File: config.mk
export PLATFORM = sky130hd
export DESIGN_NAME = lab5_mem_unit_flat
export DESIGN_NICKNAME = d
export VERILOG_FILES = /design/src/rtl/lab5_mem_pkg.sv /design/src/rtl/lab5_mem_unit_if.sv /design/src/rtl/lab5_seq_walker.sv /design/src/rtl/lab5_mem_unit.sv /design/src/flat_wrapper.sv
export SDC_FILE = /design/constraint.sdc
export NUM_CORES = 1
export LEC_CHECK = 0
export ABC_AREA = 1
export BUFFER_PORTS_ARGS = -buffer_cell sky130_fd_sc_hd__buf_2
export CAP_MARGIN = 15
export CORE_UTILIZATION = 60
export CTS_BUF_LIST = sky130_fd_sc_hd__clkbuf_4 sky130_fd_sc_hd__clkbuf_8
export CTS_CLUSTER_DIAMETER = 40
export CTS_CLUSTER_SIZE = 40
export DETAILED_ROUTE_END_ITERATION = 6
export HOLD_SLACK_MARGIN = 0.15
export PLACE_DENSITY = 0.78
export SETUP_SLACK_MARGIN = 0.02
export SLEW_MARGIN = 20
export SYNTH_ARGS = -nofsm -noshare
export SYNTH_HDL_FRONTEND = slang
export SYNTH_SLANG_ARGS = --single-unit
File: constraint.sdc
create_clock -name CLK -period 3.2 [get_ports CLK]
set_input_delay 0.32 -clock CLK [delete_from_list [all_inputs] [get_ports CLK]]
set_output_delay 0.32 -clock CLK [all_outputs]
set_load 0.1 [all_outputs]
File: src/rtl/lab5_mem_pkg.sv
// Shared encodings for the lab 5 memory unit: request modes, FSM states
// and the reset-pattern multiplier.
package lab5_mem_pkg;

  typedef enum logic [1:0] {
    MODE_READ  = 2'b00,
    MODE_WRITE = 2'b01,
    MODE_SCAN  = 2'b10,
    MODE_CLEAR = 2'b11
  } modeT;

  typedef enum logic [1:0] {
    ST_IDLE  = 2'b00,
    ST_SCAN  = 2'b01,
    ST_CLEAR = 2'b10
  } stateT;

  localparam int RESET_MULT = 3;

endpackage

File: src/rtl/lab5_mem_unit_if.sv
// Request/response bundle between the request source (master) and the
// memory unit (slave).
interface lab5_mem_unit_if #(
  parameter int ADDR_W = 4,
  parameter int DATA_W = 5
);
  logic                     req_valid;
  logic                     req_ready;
  logic [1:0]               req_mode;
  logic [ADDR_W-1:0]        req_addr;
  logic [DATA_W-1:0]        req_wdata;
  logic                     rsp_valid;
  logic [DATA_W-1:0]        rsp_rdata;
  logic [DATA_W+ADDR_W-1:0] scan_sum;

  modport master (
    output req_valid, req_mode, req_addr, req_wdata,
    input  req_ready, rsp_valid, rsp_rdata, scan_sum
  );

  modport slave (
    input  req_valid, req_mode, req_addr, req_wdata,
    output req_ready, rsp_valid, rsp_rdata, scan_sum
  );
endinterface

File: src/rtl/lab5_seq_walker.sv
// Index counter shared by SCAN and CLEAR: restarts at 0 on start, advances
// on step, flags the last entry; wraps back to 0 after the last entry.
module lab5_seq_walker #(
  parameter int ADDR_W = 4
) (
  input  logic              CLK,
  input  logic              RST_N,
  input  logic              start,
  input  logic              step,
  output logic [ADDR_W-1:0] index,
  output logic              last
);

  always_ff @(posedge CLK or negedge RST_N) begin
    if (!RST_N) begin
      index <= '0;
    end else if (start) begin
      index <= '0;
    end else if (step) begin
      index <= index + 1'b1;
    end
  end

  assign last = (index == {ADDR_W{1'b1}});

endmodule

File: src/rtl/lab5_mem_unit.sv
// Clocked 2^ADDR_W x DATA_W memory with single-cycle READ/WRITE and
// multi-cycle SCAN (sum all entries) and CLEAR (zero all entries).
//
// state    | meaning
// ST_IDLE  | ready; READ/WRITE complete at the accept edge
// ST_SCAN  | walking entries into the accumulator, requests blocked
// ST_CLEAR | walking entries to zero, requests blocked
module lab5_mem_unit
  import lab5_mem_pkg::*;
#(
  parameter int ADDR_W = 4,
  parameter int DATA_W = 5
) (
  input logic           CLK,
  input logic           RST_N,
  lab5_mem_unit_if.slave bus
);

  localparam int DEPTH = 2 ** ADDR_W;
  localparam int SUM_W = DATA_W + ADDR_W;

  stateT              state;
  stateT              stateNext;
  modeT               mode;
  logic               accept;
  logic               reqReady;
  logic               walkStart;
  logic               walkStep;
  logic [ADDR_W-1:0]  idx;
  logic               idxLast;
  logic [DATA_W-1:0]  mem [DEPTH];
  logic [SUM_W-1:0]   acc;
  logic [SUM_W-1:0]   accNext;
  logic               rspValid;
  logic [DATA_W-1:0]  rspRdata;
  logic [SUM_W-1:0]   scanSum;

  assign mode    = modeT'(bus.req_mode);
  assign accept  = bus.req_valid && reqReady;
  assign accNext = acc + SUM_W'(mem[idx]);

  always_ff @(posedge CLK or negedge RST_N) begin
    if (!RST_N) state <= ST_IDLE;
    else        state <= stateNext;
  end

  always_comb begin
    stateNext = state;
    unique case (state)
      ST_IDLE: begin
        if (accept && mode == MODE_SCAN)  stateNext = ST_SCAN;
        if (accept && mode == MODE_CLEAR) stateNext = ST_CLEAR;
      end
      ST_SCAN, ST_CLEAR: begin
        if (idxLast) stateNext = ST_IDLE;
      end
      default: stateNext = ST_IDLE;
    endcase
  end

  always_comb begin
    reqReady  = (state == ST_IDLE);
    walkStart = accept && (mode == MODE_SCAN || mode == MODE_CLEAR);
    walkStep  = (state != ST_IDLE);
  end

  lab5_seq_walker #(.ADDR_W(ADDR_W)) uWalker (
    .CLK   (CLK),
    .RST_N (RST_N),
    .start (walkStart),
    .step  (walkStep),
    .index (idx),
    .last  (idxLast)
  );

  // Memory reloads its pattern on every reset, including mid-operation.
  always_ff @(posedge CLK or negedge RST_N) begin
    if (!RST_N) begin
      for (int i = 0; i < DEPTH; i++) begin
        mem[i] <= DATA_W'(RESET_MULT * i);
      end
      rspValid <= 1'b0;
      rspRdata <= '0;
      scanSum  <= '0;
      acc      <= '0;
    end else begin
      rspValid <= 1'b0;
      unique case (state)
        ST_IDLE: begin
          if (accept) begin
            unique case (mode)
              MODE_READ: begin
                rspRdata <= mem[bus.req_addr];
                rspValid <= 1'b1;
              end
              MODE_WRITE: begin
                mem[bus.req_addr] <= bus.req_wdata;
                rspRdata          <= bus.req_wdata;
                rspValid          <= 1'b1;
              end
              MODE_SCAN:  acc <= '0;
              default: ;
            endcase
          end
        end
        ST_SCAN: begin
          acc <= accNext;
          if (idxLast) begin
            scanSum  <= accNext;
            rspValid <= 1'b1;
          end
        end
        ST_CLEAR: begin
          mem[idx] <= '0;
          if (idxLast) rspValid <= 1'b1;
        end
        default: ;
      endcase
    end
  end

  assign bus.req_ready = reqReady;
  assign bus.rsp_valid = rspValid;
  assign bus.rsp_rdata = rspRdata;
  assign bus.scan_sum  = scanSum;

endmodule

File: src/flat_wrapper.sv
// flat-port wrapper written by rule: the top's interface ports become plain ports
module lab5_mem_unit_flat import lab5_mem_pkg::*;
#(
  parameter int ADDR_W = 4,
  parameter int DATA_W = 5
)
  (CLK, RST_N, bus_req_valid, bus_req_mode, bus_req_addr, bus_req_wdata, bus_req_ready, bus_rsp_valid, bus_rsp_rdata, bus_scan_sum);
  lab5_mem_unit_if #(.ADDR_W(ADDR_W), .DATA_W(DATA_W)) bus_i ();
  input logic CLK;
  input logic RST_N;
  input wire logic [$bits(bus_i.req_valid)-1:0] bus_req_valid;
  input wire logic [$bits(bus_i.req_mode)-1:0] bus_req_mode;
  input wire logic [$bits(bus_i.req_addr)-1:0] bus_req_addr;
  input wire logic [$bits(bus_i.req_wdata)-1:0] bus_req_wdata;
  output wire logic [$bits(bus_i.req_ready)-1:0] bus_req_ready;
  output wire logic [$bits(bus_i.rsp_valid)-1:0] bus_rsp_valid;
  output wire logic [$bits(bus_i.rsp_rdata)-1:0] bus_rsp_rdata;
  output wire logic [$bits(bus_i.scan_sum)-1:0] bus_scan_sum;
  assign bus_i.req_valid = bus_req_valid;
  assign bus_i.req_mode = bus_req_mode;
  assign bus_i.req_addr = bus_req_addr;
  assign bus_i.req_wdata = bus_req_wdata;
  assign bus_req_ready = bus_i.req_ready;
  assign bus_rsp_valid = bus_i.rsp_valid;
  assign bus_rsp_rdata = bus_i.rsp_rdata;
  assign bus_scan_sum = bus_i.scan_sum;
  lab5_mem_unit #(.ADDR_W(ADDR_W), .DATA_W(DATA_W)) u_core (.CLK(CLK), .RST_N(RST_N), .bus(bus_i));
endmodule
# After elaboration in Yosys (flattened, before gate mapping)
# Cells that the tools add are included.
# totals
register_bits	110
word_cells	92
inputBits	14
# op_classes
addsub	2
n_eq_ne	11
n_lt_le_gt_ge	4
bitwise_logic	4
reduce_logical	21
mux	28
# ops
cell	count
$mux W80	2
$pmux W80 S2	1
$and A80 B80 Y80	1
$bwmux W80	1
$not A80 Y80	1
$bmux W5 S4	2
$demux W5 S4	2
$mux W5	6
$mux W9	2
$pmux W9 S2	1
$ge A5 B5 Y1 const B	2
$lt A5 B1 Y1 const B	2
$not A4 Y5	2
$pmux W5 S2	1
$reduce_bool A2 Y1	5
$add A9 B5 Y9	1
$reduce_and A3 Y1	3
$mux W4	2
$eq A2 B2 Y1 const B	3
$logic_and A1 B1 Y1	6
$mux W2	3
$add A4 B1 Y4 const B	1
$eq A2 B1 Y1 const B	2
$eq A4 B4 Y1 const B	1
10 further kinds	17

# Depth between registers and ports, before layout
# Gate-level depths: netlist of the first run.
# logic_depth
word_depth	9
mapped_depth	18
depth_no_buf	15

# Cells and area by module
# A second synthesis of the first run with hierarchy kept.
# unflattened
hier_cells	918
hier_area_um2	6553.8
# by_module_without_submodules
mod	instances	area_per_inst_um2	cells_each
lab5_mem_unit	1	6357.3	894
lab5_seq_walker	1	196.4	24

# Worst setup path after synthesis of the first run
# Ideal clock, no wire load.
# synth_path
kind	reg-to-reg
start	reg u_core.uWalker.index[0]
end	reg u_core.scanSum[8] (netlist: u_core.bus.scan_sum[8])
t_required_ns	3.080
setup_time_ns	0.120
n_path_buf	3
path_slack_ns	0.717
path_stages_with_launch	18
arrival_ns	2.364
path_cell_list	dfrtp_1 > buf_4 > inv_1 > buf_2 > buf_2 > a21oi_1 > o21ai_0 > nand2_1 > nand2_1 > nand4_1 > ha_1 > fa_1 > nand2_1 > nand3_1 > nand4_1 > nand3b_1 > nand3_1 > nand2_1
# synth_via
elab_chain_cells	5
word_cells_on_any_way	7
# synth_lines
item	line_no	source
start, declared	lab5_seq_walker.sv:10	output logic [ADDR_W-1:0] index,
start signal, assigned	lab5_seq_walker.sv:20	index <= index + 1'b1;
$not A4 Y5 (implied by the code)	lab5_mem_unit.sv:40	assign accNext = acc + SUM_W'(mem[idx]);
$bmux W5 S4	lab5_mem_unit.sv:40	
$mux W5 (implied by the code) (2 in series)	lab5_mem_unit.sv:40	
$add A9 B5 Y9	lab5_mem_unit.sv:40	
end signal, assigned	lab5_mem_unit.sv:109	scanSum <= accNext;
end, declared	lab5_mem_unit.sv:36	logic [SUM_W-1:0] scanSum;
# Several ways; a longest one is shown, not always the timed one. The select of a mux whose other input is x is not followed.
# A chain may end at the register's enable or synchronous reset.

# Final worst setup path of the first run
# layout_path
start	reg u_core.uWalker.index[0]
end	reg u_core.acc[8]
# layout_via
elab_chain_cells	6
# layout_lines
item	line_no	source
$not A4 Y5 (implied by the code)	lab5_mem_unit.sv:40	
$bmux W5 S4	lab5_mem_unit.sv:40	
$mux W5 (implied by the code) (2 in series)	lab5_mem_unit.sv:40	
$add A9 B5 Y9	lab5_mem_unit.sv:40	
$pmux W9 S2	lab5_mem_unit.sv:88	unique case (state)
end signal, assigned	lab5_mem_unit.sv:107	acc <= accNext;
end, declared	lab5_mem_unit.sv:32	logic [SUM_W-1:0] acc;
# Every way passes these cells. The select of a mux whose other input is x is not followed.

==> flow_metrics.env, run 1 <==
export IMPL_outcome="complete, no violations"
export IMPL_vias_per_cell=5.77
export IMPL_cts_sinks=110
export IMPL_drive_above_1_share_pct=14.7
export IMPL_path_max_fanout=19
export IMPL_period_minus_slack_ns=2.78
export IMPL_vias=6548
export IMPL_vdd_ir_drop_max_mv=0.559
export IMPL_synth_top_cells_by_area="dfrtp_1 (27%), nand2_1 (21%), dfstp_2 (14%), o21ai_0 (9.7%), inv_1 (4.8%)"
export IMPL_placed_area_um2=6990
export IMPL_crit_arrival_ns=3.08
export IMPL_fin_nets=1017
export IMPL_ant_nets=0
export IMPL_use_met3_pct=9.76
export IMPL_use_met1_pct=48.1
export IMPL_cp_start_kind="flop"
export IMPL_final_area_um2=7210
export IMPL_worstSetupEndpointType="flop"
export IMPL_syn_cell_area_um2=6790
export IMPL_yosys_register_bits=110
export IMPL_first_pass_iters=5
export IMPL_hp_start="bus_req_mode[0]"
export IMPL_dp_slack_ns=0.466
export IMPL_synth_nets=1004
export IMPL_cts_buffers=9
export IMPL_synth_warnings=0
export IMPL_period_share_pct=86.9
export IMPL_initial_core_util_pct=62.0
export IMPL_n_antenna_cell=0
export IMPL_syn_instance_count=976
export IMPL_cts_buffer_depth=2
export IMPL_tightestPinTransition_ns=0.795
export IMPL_mostFrequentLayoutCells="nand2_1 (386), o21ai_0 (131), inv_1 (86), dfrtp_1 (73), a21oi_1 (41)"
export IMPL_h_tree_depth=3
export IMPL_ioPinCount=30
export IMPL_grt_antenna_before_repair=0
export IMPL_setup_viol=0
export IMPL_dieArea_um2=11700
export IMPL_grt_max_degree=62
export IMPL_grt_busiest_layer="met2"
export IMPL_ys_async_sr_fraction_pct=100
export IMPL_clkLatencyLatePin_ns=0.41
export IMPL_hold_viol=0
export IMPL_relSlewSlack_pct=47.0
export IMPL_drt_wirelength_per_cell_um=17.3
export IMPL_dieHeight_um=108
export IMPL_cap_violations=0
export IMPL_synth_edff_count=0
export IMPL_io_buffers=29
export IMPL_yosysSeqAreaShare_pct=41.3
export IMPL_fin_util_pct=65.9
export IMPL_drt_iter0_drc=689
export IMPL_max_freq_ghz=0.359
export IMPL_crit_path_start="u_core.uWalker.index[0]"
export IMPL_p_total_uw=6530
export IMPL_grt_pass1_wl_um=30800
export IMPL_fin_ws_ns=0.418
export IMPL_root_buffer="clkbuf_8"
export IMPL_cts_tree="done"
export IMPL_core_area_um2=10900
export IMPL_fp_dieW_um=108
export IMPL_grtUsageMet2_pct=52.0
export IMPL_drc=0
export IMPL_reg2reg_from="u_core.uWalker.index[0]"
export IMPL_gp_congestion=0.956
export IMPL_synth_main_ff_cell="dfrtp_1"
export IMPL_path_clk_slew_ns=0.10
export IMPL_cts_resized_gates=0
export IMPL_syn_avg_cell_area_um2=6.95
export IMPL_grt_pass1_vias=5829
export IMPL_rsz0062_at_grt="false"
export IMPL_final_common_cell="nand2_1"
export IMPL_fin_tns_setup_ns=0
export IMPL_post_cts_buffers=0
export IMPL_areaGrowthSynthToFinish_pct=6.21
export IMPL_synth_top_area_share_pct=26.9
export IMPL_synth_area_leader_cell="dfrtp_1"
export IMPL_dp_hpwl_um=14000
export IMPL_cp_required_ns=3.50
export IMPL_std_cell_rows=38
export IMPL_path_class="reg2reg"
export IMPL_worst_hold_path_type="in2reg"
export IMPL_grt_overflow=0
export IMPL_powerDensity_nw_per_um2=906
export IMPL_track_usage_pct=35.5
export IMPL_drt_wl_total_um=19600
export IMPL_ys_types=33
export IMPL_fin_skew_ns=0.0133
export IMPL_slew_viol_final=0
export IMPL_cellLeakagePower_uw=0.00361
## sequential cells by signal, indices dropped and copies added, names as in the netlist
register and cells:
u_core.mem 80, u_core.acc 9, u_core.bus.scan_sum 9, u_core.bus.rsp_rdata 5, u_core.uWalker.index 4, u_core.state 2
u_core.bus.rsp_valid 1
## report_power, final
part | total [µW] | internal [µW] | switching, µW
clock | 894 | 405 | 488
sequential | 2580 | 2130 | 452
combinational | 3050 | 928 | 2130
## timing repair
item | 4_1_cts | 5_1_grt
setup endpoints to repair | 0 | 0
hold buffers | 1 | 0
endpoints found under the hold margin | 41 | 0
## metrics by stage
step / hold WS [ns] / instances
floorplan: 0.0244 / 976
global placement: 0.445 / 1117
detailed placement: 0.451 / 1117
CTS: 0.229 / 1134
global route: 0.238 / 1134
finish: 0.241 / 1134
## final cells by class
class / instances / area, µm²
Sequential cell: 110 / 2800
Clock buffer: 12 / 153
Tap cell: 140 / 175
Multi-Input combinational cell: 729 / 3420
Clock inverter: 4 / 55.1
Fill cell: 1007 / 3730
Inverter: 99 / 372
Timing Repair Buffer: 40 / 233
## routing by layer
metal	wire length (µm)	part of all wire [%]	up-vias
li1	-	-	3137
met1	8380	43	2992
met2	8260	42	340
met3	1960	10	77
met4	967	4.9	2
met5	43	0.22	-
## final timing paths
kind | endpoint | slack [ns] | depth (start not counted)
max | u_core.acc[8] | 0.42 | 15
min | u_core.state[1] | 0.24 | 3
max reg2reg | u_core.acc[8] | 0.42 | 15
min reg2reg | u_core.mem[39] | 0.48 | 2
max in group asynchronous | u_core.mem[46] | 1.77 | 3
min in group asynchronous | u_core.mem[13] | 0.53 | 2
## kinds of logic (layout without fill, tap and decap cells)
logic type                 Yosys count  in the layout  synth area share, %
buffers and inverters              137            155                 8.37
xor gates and xnor gates             2              2                0.258
DFF                                110            110                 41.3
AOI/OAI and AO/OA                  220            220                 17.4
and+or+nand+nor                    493            493                 30.0
adders and majority gates           14             14                 2.69
## synthesized netlist by cell type, types with 2 or more instances
library cell / number
o21ai_1: 27
a21oi_2: 9
nor3_1: 3
nand4_1: 10
clkbuf_1: 15
ha_1: 13
o21bai_1: 5
a21oi_1: 41
nand2_2: 13
o21ai_0: 131
nor2_2: 7
nand2_1: 386
nor2_1: 36
nor2_4: 9
nand3_1: 27
o22ai_1: 3
buf_2: 15
inv_1: 86
buf_4: 5
nand3b_1: 2
buf_6: 2
dfrtp_1: 73
dfstp_2: 37
inv_2: 12
## worst max-delay path, cell delays in order (launching register included)
cell,delay [ns]
dfrtp_1,0.39
inv_1,0.34
buf_4,0.30
a21oi_1,0.08
o21ai_0,0.10
o21ai_0,0.11
nand2_1,0.07
nand4_1,0.09
ha_1,0.22
fa_1,0.41
nand2_1,0.11
nand3_1,0.10
nand4_1,0.10
nand3b_1,0.11
nand3_1,0.10
nand2_1,0.05
No activity file was read; power rests on OpenSTA's default activity.
==> run 2: changes to the inputs <==
--- a/config.mk
+++ b/config.mk
@@ -8,13 +8,12 @@
 export ABC_AREA = 1
 export BUFFER_PORTS_ARGS = -buffer_cell sky130_fd_sc_hd__buf_2
 export CAP_MARGIN = 15
-export CORE_UTILIZATION = 60
+export CORE_UTILIZATION = 40
 export CTS_BUF_LIST = sky130_fd_sc_hd__clkbuf_4 sky130_fd_sc_hd__clkbuf_8
 export CTS_CLUSTER_DIAMETER = 40
 export CTS_CLUSTER_SIZE = 40
 export DETAILED_ROUTE_END_ITERATION = 6
 export HOLD_SLACK_MARGIN = 0.15
-export PLACE_DENSITY = 0.78
 export SETUP_SLACK_MARGIN = 0.02
 export SLEW_MARGIN = 20
 export SYNTH_ARGS = -nofsm -noshare
==> constraint.sdc (replaced) <==
create_clock -name CLK -period 2.5 [get_ports CLK]
set_input_delay 0.75 -clock CLK [delete_from_list [all_inputs] [get_ports CLK]]
set_output_delay 0.75 -clock CLK [all_outputs]
set_load 0.1 [all_outputs]
==> run 2 against run 1 <==
- sequential share of layout area decreased by 2.4 points
- total power rose by 38%
- register-to-register slack got worse by 0.33 ns
- utilization down 20 points
- count of clock-buffer cells in the layout down 1
- design area grew 6.7%
- sequential cell count unchanged
- global-route usage is 11 points lower
- critical path depth down 1
- largest power group unchanged
- highest routed layer is now met4
==> flow_metrics.env, run 2 (synthesis gave the netlist of run 1 again) <==
export IMPL_drt_wl_total_um=21600
export IMPL_largest_reg_flops=80
export IMPL_cp_required_ns=2.80
export IMPL_cts_buffers=9
export IMPL_max_freq_ghz=0.414
export IMPL_dp_hpwl_um=15500
export IMPL_grt_overflow=0
export IMPL_relSlewSlack_pct=66.0
export IMPL_fin_nets=1038
export IMPL_worstSetupEndpointType="flop"
export IMPL_drc=0
export IMPL_drive_above_1_share_pct=17.7
export IMPL_vias_per_cell=5.30
export IMPL_outcome="complete, no violations"
export IMPL_highest_layer="met4"
export IMPL_final_area_um2=7690
export IMPL_n_antenna_cell=0
export IMPL_grt_pass1_wl_um=33100
export IMPL_wl_met2_um=9420
export IMPL_ioPinCount=30
export IMPL_first_pass_iters=5
export IMPL_rsz0062_at_grt="true"
export IMPL_route_met3_wl_um=1670
export IMPL_gp_congestion=0.956
export IMPL_worst_hold_path_type="in2async"
export IMPL_path_clk_slew_ns=0.11
export IMPL_fin_skew_ns=0.0125
export IMPL_cts_tree="done"
export IMPL_io_buffers=29
export IMPL_root_buffer="clkbuf_8"
export IMPL_regMostFlops="u_core.mem"
export IMPL_fp_dieW_um=132
export IMPL_cap_violations=0
export IMPL_track_usage_pct=25.0
export IMPL_cp_start_kind="flop"
export IMPL_grt_max_degree=47
export IMPL_vdd_ir_drop_max_mv=0.436
export IMPL_grt_antenna_before_repair=0
export IMPL_cellLeakagePower_uw=0.00379
export IMPL_placed_area_um2=7270
export IMPL_clkLatencyLatePin_ns=0.40
export IMPL_core_area_um2=16600
export IMPL_drt_iter0_drc=730
export IMPL_ant_nets=0
export IMPL_dieArea_um2=17500
export IMPL_final_common_cell="nand2_1"
export IMPL_dp_cells=1211
export IMPL_areaGrowthSynthToFinish_pct=13.3
export IMPL_initial_core_util_pct=40.9
export IMPL_h_tree_depth=3
export IMPL_wl_met1_um=9710
export IMPL_powerDensity_nw_per_um2=1170
export IMPL_std_cell_rows=47
export IMPL_path_class="reg2reg"
export IMPL_cts_buffer_depth=2
export IMPL_setup_viol=0
export IMPL_hold_viol=0
export IMPL_slew_viol_final=0
export IMPL_cts_sinks=110
export IMPL_period_minus_slack_ns=2.42
export IMPL_path_max_fanout=23
export IMPL_period_share_pct=96.6
export IMPL_crit_arrival_ns=2.71
export IMPL_vias=6546
export IMPL_mostFrequentLayoutCells="nand2_1 (384), o21ai_0 (123), inv_1 (84), dfrtp_1 (73), a21oi_1 (40)"
export IMPL_dieHeight_um=132
export IMPL_drt_wirelength_per_cell_um=17.5
export IMPL_grt_pass1_vias=5823
export IMPL_whs_ns=0.279
export IMPL_tightestPinTransition_ns=0.509
export IMPL_finalNonFillerCells=1235
run 2: critical path: stages (launching register included):
cell	delay [ns]
dfrtp_1	0.42
inv_4	0.08
clkbuf_16	0.19
o21ai_0	0.16
nand2_1	0.07
nand2_1	0.07
nand4_1	0.15
ha_2	0.25
fa_2	0.39
nand2_2	0.09
nand3_1	0.09
nand4_1	0.11
nand3b_1	0.11
nand3_1	0.09
nand2_1	0.04
run 2: worst paths after layout:
check,startpoint,end,slack [ns],depth (start not counted)
min in group CLK,u_core.bus.scan_sum[1],u_core.bus.scan_sum[1],0.47,2
hold / removal,RST_N,u_core.mem[79],0.28,1
setup / recovery,u_core.uWalker.index[0],u_core.bus.scan_sum[8],0.08,14
setup reg to reg,u_core.uWalker.index[0],u_core.bus.scan_sum[8],0.08,14
max in group asynchronous,RST_N,u_core.mem[30],1.55,2
hold reg to reg,u_core.bus.scan_sum[1],u_core.bus.scan_sum[1],0.47,2
run 2: where the power goes:
part	switching, µW	internal, µW
logic	2910	1590
clock network	657	519
registers	588	2720
total	4160	4830
run 2: through the flow:
stage	worst slack, ns	power [µW]	util, %	TNS [ns]
2_1_floorplan	0.0269	6040	-	0
3_3_place_gp	0.102	7260	43.8	0
3_5_place_dp	0.0441	7280	43.8	0
4_1_cts	0.0379	8460	45.1	0
5_1_grt	-0.0382	9620	46.4	-0.0788
6_report	0.0850	8990	46.4	0
run 2: routing by layer:
layer  GRT usage, %  vias to the layer above
li1               -                     3181
met1           35.4                     3033
met2           38.2                      272
met3           3.84                       60
met4           9.90                        0
met5              0                        -
run 2: area by class of cell:
| type | instances | area [µm²] |
|---|---|---|
| fillers | 1723 | 8890 |
| multi-input cells | 729 | 3470 |
| flip-flops and latches | 110 | 2800 |
| repair buffers | 61 | 563 |
| inverters | 99 | 374 |
| well taps | 220 | 275 |
| clock buffers | 11 | 151 |
| clock inverters | 5 | 56.3 |
run 2: repair_timing:
item,CTS,global route
pin swaps,0,13
buffers inserted,0,4
gates cloned,0,4
hold buffers,0,0
resized for setup,2,27
setup endpoints to repair,1,10
